`src/rtl/cnn_pkg.sv`:
```
// Shared constants for the MNIST CNN tail: score/class widths and the
// argmax sink's state encoding.
package cnn_pkg;

  localparam int SCORE_W   = 12;
  localparam int NUM_CLASS = 10;
  localparam int CLASS_W   = 4;

  localparam logic ST_IDLE  = 1'b0;
  localparam logic ST_ACCUM = 1'b1;

endpackage

```
`src/rtl/argmax_cmp.sv`:
```
// Combinational signed comparator: picks (cand_score, cand_idx) only when it is
// strictly greater than the running best, so ties keep the lower index.
module argmax_cmp #(
  parameter int DATA_W  = cnn_pkg::SCORE_W,
  parameter int CLASS_W = cnn_pkg::CLASS_W
) (
  input  logic [DATA_W-1:0]  best_score,
  input  logic [CLASS_W-1:0] best_idx,
  input  logic [DATA_W-1:0]  cand_score,
  input  logic [CLASS_W-1:0] cand_idx,
  output logic [DATA_W-1:0]  win_score,
  output logic [CLASS_W-1:0] win_idx
);

  logic cand_wins;

  assign cand_wins = $signed(cand_score) > $signed(best_score);
  assign win_score = cand_wins ? cand_score : best_score;
  assign win_idx   = cand_wins ? cand_idx   : best_idx;

endmodule

```
`src/rtl/fc_argmax.sv`:
```
// Argmax sink for the serial FC class-score stream; emits the winning class
// index with a one-cycle valid_out pulse. FC_ARGMAX_SCORE_EN adds max_score.
module fc_argmax #(
  parameter int NUM_CLASS = cnn_pkg::NUM_CLASS,
  parameter int DATA_W    = cnn_pkg::SCORE_W,
  parameter int CLASS_W   = cnn_pkg::CLASS_W
) (
  input  logic               clk,
  input  logic               rst,
  input  logic               clear,
  input  logic               valid_in,
  input  logic [DATA_W-1:0]  in_data,
  output logic               valid_out,
  output logic [CLASS_W-1:0] decision,
`ifdef FC_ARGMAX_SCORE_EN
  output logic               frame_busy,
  output logic [DATA_W-1:0]  max_score
`else
  output logic               frame_busy
`endif
);

  import cnn_pkg::ST_IDLE;
  import cnn_pkg::ST_ACCUM;

  localparam logic [CLASS_W-1:0] LAST_IDX = CLASS_W'(NUM_CLASS - 1);

  logic               state, state_next;
  logic [CLASS_W-1:0] cnt, cnt_next;
  logic [DATA_W-1:0]  best;
  logic [CLASS_W-1:0] best_idx;
  logic [DATA_W-1:0]  cmp_score, win_score;
  logic [CLASS_W-1:0] cmp_idx, win_idx;
  logic               take, last_score;

  argmax_cmp #(
    .DATA_W  (DATA_W),
    .CLASS_W (CLASS_W)
  ) u_cmp (
    .best_score (best),
    .best_idx   (best_idx),
    .cand_score (in_data),
    .cand_idx   (cnt),
    .win_score  (cmp_score),
    .win_idx    (cmp_idx)
  );

  // Class 0 of a frame wins unconditionally; this also covers NUM_CLASS==1.
  assign win_score  = (state == ST_IDLE) ? in_data : cmp_score;
  assign win_idx    = (state == ST_IDLE) ? '0      : cmp_idx;
  assign take       = valid_in && !clear;
  assign last_score = take && (cnt == LAST_IDX);

  // NOTE: sequential state uses non-blocking (<=) so every register samples
  // pre-edge values regardless of the order blocks are evaluated in.
  always_ff @(posedge clk or negedge rst) begin
    if (!rst) begin
      state <= ST_IDLE;
      cnt   <= '0;
    end else begin
      state <= state_next;
      cnt   <= cnt_next;
    end
  end

  // NOTE: every output of an always_comb gets a default first; a path that
  // leaves one unassigned would infer a latch.
  always_comb begin
    state_next = state;
    cnt_next   = cnt;
    if (clear) begin
      state_next = ST_IDLE;
      cnt_next   = '0;
    end else if (valid_in) begin
      if (cnt == LAST_IDX) begin
        state_next = ST_IDLE;
        cnt_next   = '0;
      end else begin
        state_next = ST_ACCUM;
        cnt_next   = cnt + CLASS_W'(1);
      end
    end
  end

  always_comb begin
    frame_busy = (state == ST_ACCUM);
  end

  always_ff @(posedge clk or negedge rst) begin
    if (!rst) begin
      valid_out <= 1'b0;
      decision  <= '0;
      best      <= '0;
      best_idx  <= '0;
`ifdef FC_ARGMAX_SCORE_EN
      max_score <= '0;
`endif
    end else begin
      valid_out <= last_score;
      if (take) begin
        best     <= win_score;
        best_idx <= win_idx;
      end
      if (last_score) begin
        decision  <= win_idx;
`ifdef FC_ARGMAX_SCORE_EN
        max_score <= win_score;
`endif
      end
    end
  end

endmodule

```
`config.mk`:
```
export PLATFORM = sky130hd
export DESIGN_NAME = fc_argmax
export DESIGN_NICKNAME = d
export VERILOG_FILES = /design/src/rtl/cnn_pkg.sv /design/src/rtl/argmax_cmp.sv /design/src/rtl/fc_argmax.sv
export SDC_FILE = /design/constraint.sdc
export NUM_CORES = 1
export LEC_CHECK = 0
export CAP_MARGIN = 20
export CORE_MARGIN = 2
export CORE_UTILIZATION = 40
export CTS_CLUSTER_SIZE = 20
export DETAILED_ROUTE_END_ITERATION = 10
export PLACE_DENSITY_LB_ADDON = 0.15
export SYNTH_ARGS = -nofsm -noshare
export SYNTH_HDL_FRONTEND = slang
export SYNTH_SLANG_ARGS = --single-unit
export TNS_END_PERCENT = 5
```
`constraint.sdc`:
```
create_clock -name clk -period 3.2 [get_ports clk]
set_input_delay 0.64 -clock clk [delete_from_list [all_inputs] [get_ports clk]]
set_output_delay 0.64 -clock clk [all_outputs]
set_load 0.03 [all_outputs]
```
==> impl_summary.txt, run 1 <==
----------------------------------------------------
[Placed design]
  Cell total after placement ... 218
  Count of input and output buffers ... 21
  Routability congestion estimate ... 0.776
  HPWL after DPL ... 2300 microns

[Worst setup path]
  Cell-by-cell listing of the critical path ... clkdlybuf4s50_1 -> ha_1 -> a211oi_1 -> nor2_1 -> or3_1 -> o21bai_2 -> a31o_4 -> mux2_2
  Maximum net fanout on the critical path ... 13
  CP max-delay cell ... clkdlybuf4s50_1
  Setup crit end kind ... flip-flop
  Critical Path RT ... 3370 ps
  Data arrival at the endpoint of the critical path ... 3020 ps
  Buf+Inv Stages, Crit Path ... 1
  Family with the most delay on the worst path ... compound AO/OA/AOI/OAI gates
  Endpoint of the lowest-slack register-to-register path ... best[2]
  Type of the worst setup path ... in2reg
  Origin of the critical flop-to-flop path ... best[9]
  Type of element launching the critical path ... input port
  Worst reg-to-reg setup slack ... 770 ps
  Worst R2R Path Depth ... 8
  Biggest cell delay along the critical path ... 440 ps

[Drt]
  Vias per cell ... 5.27
  First-pass iteration count of the detailed router ... 4
  Number of nets with antenna violations after routing ... 0
  Routed len/inst ... 14.3 microns
  Via count ... 1165
  Wirelength, routed ... 3150 microns
  Drt initial violations ... 48
  Post-route DRC violation count ... 0

[Clock network]
  CTS Hold Bufs ... 0
  Clock-pin slew on the worst setup and hold paths ... 90 ps
  Post-CTS Resized ... 0
  Setup bufs post-CTS ... 0
  Number of clock sinks ... 26
  Clock tree from TritonCTS ... yes
  Number of buffers created by CTS ... 3
  Worst-Skew Late Latency ... 270 ps
  H-tree depth ... 1
  Maximum count of clock buffers along a single path ... 2
  Cell at the root of the clock tree ... clkbuf_8

[STA]
  Slew at the pin with the worst max-slew slack ... 631 ps
  Setup repair after global routing missed its margin ... false
  Max-slew headroom at the worst pin ... 57.6%
  Crit share post-route ... 89.3%
  Achievable Freq ... 0.350 GHz
  Final hold vios ... 0
  Clk_skew ... 9.39 ps
  Final setup vio count ... 0
  Time the final worst path needs with I/O delays and setup ... 2860 ps
  Worst hold slack ... 502 ps
  Pins over their slew limit ... 0
  Setup Total Neg Slack ... 0 ps

[Synthesis]
  Sequential-to-total area share from yosys stat ... 41.8%
  Largest cells by area after synthesis ... dfrtp_1 42%, ha_1 11%, mux2_4 8.7%
  Count of flip-flops with a built-in enable after synthesis ... 0
  Number of standard cells after synthesis ... 150
  Top post-synthesis cells by count ... 26 x dfrtp_1, 17 x nand2_1, 14 x ha_1, 14 x inv_1, 11 x nor2_1
  Top flip-flop cell by instance count after synthesis ... dfrtp_1
  Synthesized area divided by synthesized cell count ... 10.4 sq um
  Synth cell types ... 38
  Synth Register Bits ... 26
  Fraction of registers with async set or reset after synthesis ... 100%
  Summed instance area of the synthesized netlist ... 1560 sq um
  Area share of the largest cell type after synthesis ... 41.8%
  Post-Synthesis Net Count ... 180
  Most frequently used cell type in the post-synthesis netlist ... dfrtp_1
  Total number of yosys warnings ... 0
  Biggest area consumer among synthesized cells ... dfrtp_1

[Floorplanning]
  Core Region ... 3690 sq um
  Effective utilization at floorplan ... 42.2%
  DIE WIDTH ... 66.4 microns
  Die outline area ... 4410 sq um
  Core Rows ... 22
  Boundary Pins ... 22
  Vertical extent of the die ... 66.4 microns

[Worst hold path]
  Count of cells along the worst hold path ... 2
  End of the worst hold path ... best_idx[1]
  Min-delay src ... best_idx[1]
  Class of the tightest hold or removal check ... reg2reg

[Global route]
  Antenna violations before repair ... 0
  First-pass GRT wire length ... 5620 microns
  Total congestion overflow after global routing ... 0
  Number of global-route vias before repair ... 1221
  Global-route usage over all layers ... 16.6%
  Pin count of the biggest net entering global routing ... 27

[Pwr]
  Max rail drop VDD ... 0.000316 V
  Cell leakage power ... 0.878 nW
  Power Density ... 496 nW/um^2

[Final layout]
  Number of inserted diodes ... 0
  Fraction of layout cells with a size suffix above 1 ... 14.5%
  Total Nets Final ... 205
  Signed area change from the synthesized netlist to the final layout ... 20.2%
  Number of standard cells in the final layout excluding fillers ... 221

[Status]
  Result of the run ... finished clean

[Flow run]
  Number of max-cap violations ... 0

----------------------------------------------------
==> worst max-delay path by stage <==
| stage | from | cells past startpoint | to | slack [ps] |
|---|---|---|---|---|
| final | in_data[9] | 8 | best[2] | 340 |
| after global routing | in_data[9] | 8 | best[0] | 220 |
| after CTS | in_data[9] | 8 | best[2] | 320 |
| after detailed placement | in_data[9] | 8 | best[2] | 20 |
| after global placement | in_data[9] | 8 | best[2] | 130 |
| after floorplan | in_data[11] | 9 | best[10] | 570 |
==> per-stage QoR <==
step                      utilization [%]  worst slack, ps  area (sq um)  power, mW
after global placement               49.6              126          1830      0.732
after CTS                            50.7              320          1870      0.939
final                                50.7              342          1870      0.929
after detailed placement             49.6             24.2          1830      0.746
after floorplan                         -              569          1560      0.645
after global routing                 50.7              224          1870      0.997
==> tightest hold or removal path, stage by stage, from the launching register on <==
cell,delay [ps]
dfrtp_1,350
nand2_1,50
o211ai_1,70
==> cell type report <==
cell class	count	area, sq um
fill	362	1820
timing repair buffer	25	240
inverter	14	52.6
clock buffer	3	41.3
multi-input combinational	105	826
sequential	26	651
tap	48	60.1
==> state kept, by name (all words and copies together) (netlist names) <==
register,cells
best_idx,4
decision,4
valid_out,1
best,12
cnt,4
frame_busy,1
==> cells in the final DEF (no fill, tap or decap), drive strengths merged <==
cell / instances
a211o: 3
a211oi: 3
a21boi: 1
a21oi: 5
a221o: 1
a2bb2oi: 1
a31o: 1
a32o: 1
and2: 1
and4b: 1
buf: 4
clkbuf: 3
clkdlybuf4s50: 21
dfrtp: 26
ha: 14
inv: 14
mux2: 13
mux2i: 1
nand2: 17
nand2b: 1
nand3: 1
nand4: 4
nor2: 11
nor2b: 2
nor3: 3
nor4: 2
o2111ai: 2
o211ai: 4
o21ai: 4
o21ba: 1
o21bai: 1
o31ai: 1
or2: 2
or3: 2
or4: 1
==> power breakdown <==
group	switching (mW)	internal [mW]
Sequential	0.0342	0.382
Combinational	0.161	0.164
Clock	0.103	0.0844
Total	0.298	0.630
==> kinds of logic (layout without fill, tap and decap cells) <==
family	after synthesis	in the layout	synth area share, %
buffers and inverters	19	42	5.14
DFF	26	26	41.8
muxes	14	14	12.2
and+or+nand+nor	48	48	15.2
AOI/OAI and AO/OA	29	29	14.4
adders and majority gates	14	14	11.3
==> per-layer routing <==
layer,share of wire [%],vias up,global-route usage (%),wire [microns]
met1,48,567,22.2,1500
met5,0,-,0,0
met3,3.5,2,4.09,111
li1,-,581,-,-
met4,0.44,0,3.06,14
met2,48,15,27.5,1520
No activity file was read; power rests on OpenSTA's default activity.
==> run 2, diff against run 1 <==
==> constraint.sdc (replaced) <==
create_clock -name clk -period 2.3 [get_ports clk]
set_input_delay 0.46 -clock clk [delete_from_list [all_inputs] [get_ports clk]]
set_output_delay 0.46 -clock clk [all_outputs]
set_load 0.03 [all_outputs]
==> impl_summary.txt, run 2 (same netlist as run 1, synthesis figures left out) <==
----------------------------------------------------
[Status]
  Result of the run ... finished clean

[Global route]
  Most utilized layer in the global route result ... met2
  Antenna violations before repair ... 0
  Total congestion overflow after global routing ... 0
  Number of global-route vias before repair ... 1302
  Pin count of the biggest net entering global routing ... 27
  Global-route usage over all layers ... 16.7%
  Met3 GRT Util ... 3.07%
  First-pass GRT wire length ... 5600 microns
  Global routing met2 resource utilization ... 29.6%
  GR met1 Demand/Resource ... 19.5%

[Clock network]
  Clock-pin slew on the worst setup and hold paths ... 80 ps
  Clock tree from TritonCTS ... yes
  Cell at the root of the clock tree ... clkbuf_8
  Number of buffers created by CTS ... 3
  H-tree depth ... 1
  CTS Hold Bufs ... 0
  Worst-Skew Late Latency ... 270 ps
  Number of clock sinks ... 26
  Maximum count of clock buffers along a single path ... 2

[Final layout]
  Number of inserted diodes ... 0
  Core utilization of the finished layout ... 59.6%
  Fill cell total of the finished layout ... 325
  Number of standard cells in the final layout excluding fillers ... 235
  Signed area change from the synthesized netlist to the final layout ... 41.3%
  Total Nets Final ... 219
  Fraction of layout cells with a size suffix above 1 ... 35.3%
  Largest register by flop count ... best
  Leading cell type in the layout, fill and taps excluded ... dfrtp_1
  Top library cells by usage in the layout, fill and taps aside ... 26 x dfrtp_1, 17 x nand2_1, 17 x buf_4
  Largest register FFs ... 12

[Worst setup path]
  Critical Path RT ... 2510 ps
  Buf+Inv Stages, Crit Path ... 3
  Setup crit end kind ... flip-flop
  Biggest cell delay along the critical path ... 480 ps
  CP most frequent cell ... buf_4
  Type of the worst setup path ... in2reg
  CP max-delay cell ... or4_4
  Type of element launching the critical path ... input port
  Data arrival at the endpoint of the critical path ... 2500 ps
  Maximum net fanout on the critical path ... 5
  Family with the most delay on the worst path ... simple AND/OR/NAND/NOR gates
  Cell-by-cell listing of the critical path ... dlygate4sd2_1 -> ha_1 -> nand4_1 -> nor2_2 -> a2bb2oi_2 -> buf_4 -> nor3_1 -> buf_4 -> or4_4 -> nand3_2

[STA]
  Achievable Freq ... 0.437 GHz
  Time the final worst path needs with I/O delays and setup ... 2290 ps
  Crit share post-route ... 99.4%
  Clk_skew ... 2.29 ps
  Smallest setup slack after layout ... 12.8 ps
  Setup repair after global routing missed its margin ... true
  Slew at the pin with the worst max-slew slack ... 342 ps
  Final setup vio count ... 0
  Setup Total Neg Slack ... 0 ps
  Pins over their slew limit ... 0
  Max-slew headroom at the worst pin ... 77.2%
  Final hold vios ... 0

[Drt]
  Via count ... 1247
  Number of nets with antenna violations after routing ... 0
  Routed len/inst ... 14.7 microns
  Drt initial violations ... 20
  Vias per cell ... 5.31
  First-pass iteration count of the detailed router ... 4
  Wirelength, routed ... 3460 microns
  Post-route DRC violation count ... 0

[Worst hold path]
  Class of the tightest hold or removal check ... in2reg

[Floorplanning]
  Boundary Pins ... 22
  Effective utilization at floorplan ... 42.2%
  Core Rows ... 22
  Core Region ... 3690 sq um
  Vertical extent of the die ... 66.4 microns
  DIE WIDTH ... 66.4 microns
  Die outline area ... 4410 sq um

[Placed design]
  Pre-CTS setup slack ... -580 ps
  HPWL after DPL ... 2370 microns
  Count of input and output buffers ... 21
  Routability congestion estimate ... 0.857
  Cell total after placement ... 227

[Pwr]
  Max rail drop VDD ... 0.000271 V
  Power Density ... 698 nW/um^2
  Post-layout power ... 1.54 mW
  Cell leakage power ... 0.993 nW

[Flow run]
  Number of max-cap violations ... 0

----------------------------------------------------
==> run 2: cell types whose count changed in the layout (fill, tap and decap cells not counted), moves of 4 or more <==
cell | previous run | this run
inv_1 | 14 | 10
ha_1 | 14 | 4
inv_2 | 0 | 4
clkdlybuf4s50_1 | 21 | 10
dlygate4sd2_1 | 0 | 7
ha_4 | 0 | 9
buf_4 | 4 | 17
==> run 2: report_power, final <==
group          internal, mW  switching (mW)  leakage, nW
registers             0.531          0.0475        0.332
logic                 0.384           0.318        0.639
clock network         0.117           0.137       0.0216
==> run 2: worst register-to-register path, cell delays in order, from the launching register on <==
cell and delay, ps:
dfrtp_1 370, inv_2 50, ha_4 270, nand4_1 220
nor2_2 190, a2bb2oi_2 180, buf_4 160, nor3_1 50
buf_4 150, or4_4 480, nand3_2 80
==> run 2: path summary, 6_finish.rpt <==
path                             start  cells after the start  slack (ps)           to
max reg2reg                    best[7]                     10          30  decision[1]
max                         in_data[4]                     10          10  decision[1]
min                         in_data[0]                      2         480      best[0]
min in group asynchronous          rst                      2         570      best[7]
min reg2reg                decision[2]                      2         500  decision[2]
max in group asynchronous          rst                      2        1470  best_idx[0]
==> run 2: final cells by class <==
cell class / count / area (sq um) / share of cell area (%)
sequential: 26 / 651 / 29.6
inverter: 14 / 52.6 / 2.39
timing repair buffer: 38 / 332 / 15.1
multi-input combinational: 106 / 1060 / 48.4
tap: 48 / 60.1 / 2.73
clock buffer: 3 / 41.3 / 1.88
==> run 2: per-layer routing <==
metal / vias to the layer above / share of wire, %
li1: 615 / -
met5: - / 0
met2: 14 / 51
met3: 6 / 2.6
met1: 612 / 45
met4: 0 / 1.4
==> run 2: what timing repair did <==
action                     CTS  global route
gates resized for setup     17            22
setup endpoints to repair   19            15
pin swaps                   12            13
cloned                       1             0
setup buffers                1             3
==> run 2: through the flow <==
stage | hold slack [ps] | cell area [sq um]
finish | 478 | 2200
global route | 485 | 2200
CTS | 513 | 2080
detailed placement | 492 | 2000
global placement | 476 | 2000
floorplan | 164 | 1670
==> run 3, diff against run 2 <==
--- a/config.mk
+++ b/config.mk
@@ -6,7 +6,6 @@
 export NUM_CORES = 1
 export LEC_CHECK = 0
 export CAP_MARGIN = 20
-export CORE_MARGIN = 2
 export CORE_UTILIZATION = 40
 export CTS_CLUSTER_SIZE = 20
 export DETAILED_ROUTE_END_ITERATION = 10
==> impl_summary.txt, run 3 (same netlist as run 1, synthesis figures left out) <==
----------------------------------------------------
[Pwr]
  Power Density ... 700 nW/um^2
  Cell leakage power ... 0.995 nW
  Switching Power ... 0.495 mW
  Switching Share ... 32.7%
  Combinational power share ... 44.6%
  Max rail drop VDD ... 0.000367 V
  Proportion of power drawn by the clock network ... 17.1%
  Power share of the sequential group ... 38.2%
  Internal power ... 1.02 mW
  Post-layout power ... 1.51 mW

[Worst setup path]
  CP max-delay cell ... or3_4
  Critical Path RT ... 2460 ps
  Cell-by-cell listing of the critical path ... dlygate4sd2_1 -> ha_4 -> nand4_4 -> nor3_2 -> or2_1 -> or3_4 -> a31o_4 -> mux2_4
  Maximum net fanout on the critical path ... 7
  Data arrival at the endpoint of the critical path ... 2420 ps
  Biggest cell delay along the critical path ... 390 ps
  Type of the worst setup path ... in2reg
  Setup crit end kind ... flip-flop
  Type of element launching the critical path ... input port

[Global route]
  Antenna violations before repair ... 0
  Pin count of the biggest net entering global routing ... 27
  First-pass GRT wire length ... 5940 microns
  Number of global-route vias before repair ... 1318
  Global-route usage over all layers ... 18.6%
  Total congestion overflow after global routing ... 0

[Placed design]
  HPWL after DPL ... 2310 microns
  Pre-CTS setup slack ... -586 ps
  Cell total after placement ... 226
  Count of input and output buffers ... 21
  Routability congestion estimate ... 0.868

[Final layout]
  Number of standard cells in the final layout excluding fillers ... 235
  Area of the multi-input gates ... 1030 sq um
  Fraction of layout cells with a size suffix above 1 ... 33.7%
  Top library cells by usage in the layout, fill and taps aside ... 26 x dfrtp_1, 17 x nand2_1, 17 x buf_4
  Leading cell type in the layout, fill and taps excluded ... dfrtp_1
  Signed area change from the synthesized netlist to the final layout ... 39.1%
  Largest register by flop count ... best
  Largest register FFs ... 12
  Core utilization of the finished layout ... 58.7%
  Number of inserted diodes ... 0
  Fill cell total of the finished layout ... 336
  Sequential cell area in the final layout ... 651 sq um
  Total Nets Final ... 219

[Clock network]
  Number of clock sinks ... 26
  Number of buffers created by CTS ... 3
  Cell at the root of the clock tree ... clkbuf_8
  H-tree depth ... 1
  Clock tree from TritonCTS ... yes
  Clock-pin slew on the worst setup and hold paths ... 90 ps
  Worst-Skew Late Latency ... 270 ps
  Maximum count of clock buffers along a single path ... 2

[STA]
  Final hold vios ... 0
  Max-slew headroom at the worst pin ... 77.0%
  Achievable Freq ... 0.442 GHz
  Clk_skew ... 2.46 ps
  Worst hold slack ... 475 ps
  Final setup vio count ... 0
  Slew at the pin with the worst max-slew slack ... 344 ps
  Crit share post-route ... 98.5%
  Pins over their slew limit ... 0
  Time the final worst path needs with I/O delays and setup ... 2260 ps
  Smallest setup slack after layout ... 35.4 ps

[Floorplanning]
  Core Rows ... 22
  DIE WIDTH ... 64.4 microns
  Boundary Pins ... 22
  Vertical extent of the die ... 64.4 microns
  Core Region ... 3690 sq um
  Effective utilization at floorplan ... 42.2%
  Die outline area ... 4140 sq um

[Drt]
  Post-route DRC violation count ... 0
  Routed metal-1 wirelength ... 1550 microns
  Number of nets with antenna violations after routing ... 0
  Amount of wire on met3 after detailed routing ... 97 microns
  Routed len/inst ... 14.5 microns
  Via count ... 1257
  Vias per cell ... 5.35
  Drt initial violations ... 54
  Uppermost metal layer occupied by signal nets ... met4
  Detail Route met2 WL ... 1700 microns
  Wirelength, routed ... 3400 microns
  First-pass iteration count of the detailed router ... 4

[Status]
  Result of the run ... finished clean

[Worst hold path]
  Class of the tightest hold or removal check ... in2reg

[Flow run]
  Number of max-cap violations ... 0

----------------------------------------------------
[run 3: cell types whose count changed in the layout (fill, tap and decap cells not counted), sizes merged]
| cell | before | now |
|---|---|---|
| dlygate4sd2 | 7 | 10 |
| clkdlybuf4s15 | 3 | 0 |
[run 3: through the flow]
| step | TNS, ps | area (sq um) |
|---|---|---|
| final | 0 | 2160 |
| after global routing | -3.77 | 2160 |
| after CTS | 0 | 2120 |
| after detailed placement | -9810 | 1990 |
| after global placement | -9210 | 1990 |
| after floorplan | -707 | 1670 |
[run 3: worst paths after layout]
path | from | slack (ps) | end | depth (start not counted)
worst max-delay path | in_data[10] | 40 | best[4] | 8
worst max register to register | best[5] | 50 | best[4] | 8
max in group asynchronous | rst | 1490 | best[0] | 2
worst min register to register | best_idx[2] | 510 | best_idx[2] | 1
min in group asynchronous | rst | 560 | best[7] | 2
worst min-delay path | in_data[0] | 470 | best[0] | 2
[run 3: layout make-up]
class	instances	area share, %
Timing Repair Buffer	38	15.1
Tap cell	48	2.77
Clock buffer	3	1.91
Multi-Input combinational cell	106	47.7
Sequential cell	26	30.1
Inverter	14	2.43
[run 3: power by group through the flow]
stage	Clock, mW	Sequential (mW)	Combinational [mW]
global placement	0	0.579	0.550
detailed placement	0	0.584	0.567
CTS	0.273	0.575	0.639
global route	0.285	0.586	0.747
finish	0.259	0.579	0.676
floorplan	0	0.573	0.403
[run 3: repair_timing]
item                                   4_1_cts  5_1_grt
setup endpoints to repair                   20       16
hold buffers                                 0        0
endpoints found under the hold margin        0        0
gates resized for setup                     20       11
gates cloned                                 1        0
setup buffers                                3        2
pin swaps                                   13       10
[run 3: worst max-delay path, delay by kind of cell]
| family | cells | cell delay (ps) |
|---|---|---|
| muxes | 1 | 310 |
| AOI/OAI and AO/OA | 1 | 290 |
| adders and majority gates | 1 | 260 |
| buffers and inverters | 1 | 270 |
| and+or+nand+nor | 4 | 820 |
[run 3: per-layer routing]
| metal | vias up | track usage, % |
|---|---|---|
| li1 | 613 | - |
| met3 | 7 | 2.68 |
| met5 | - | 0 |
| met4 | 0 | 6.67 |
| met1 | 615 | 23.2 |
| met2 | 22 | 32.1 |
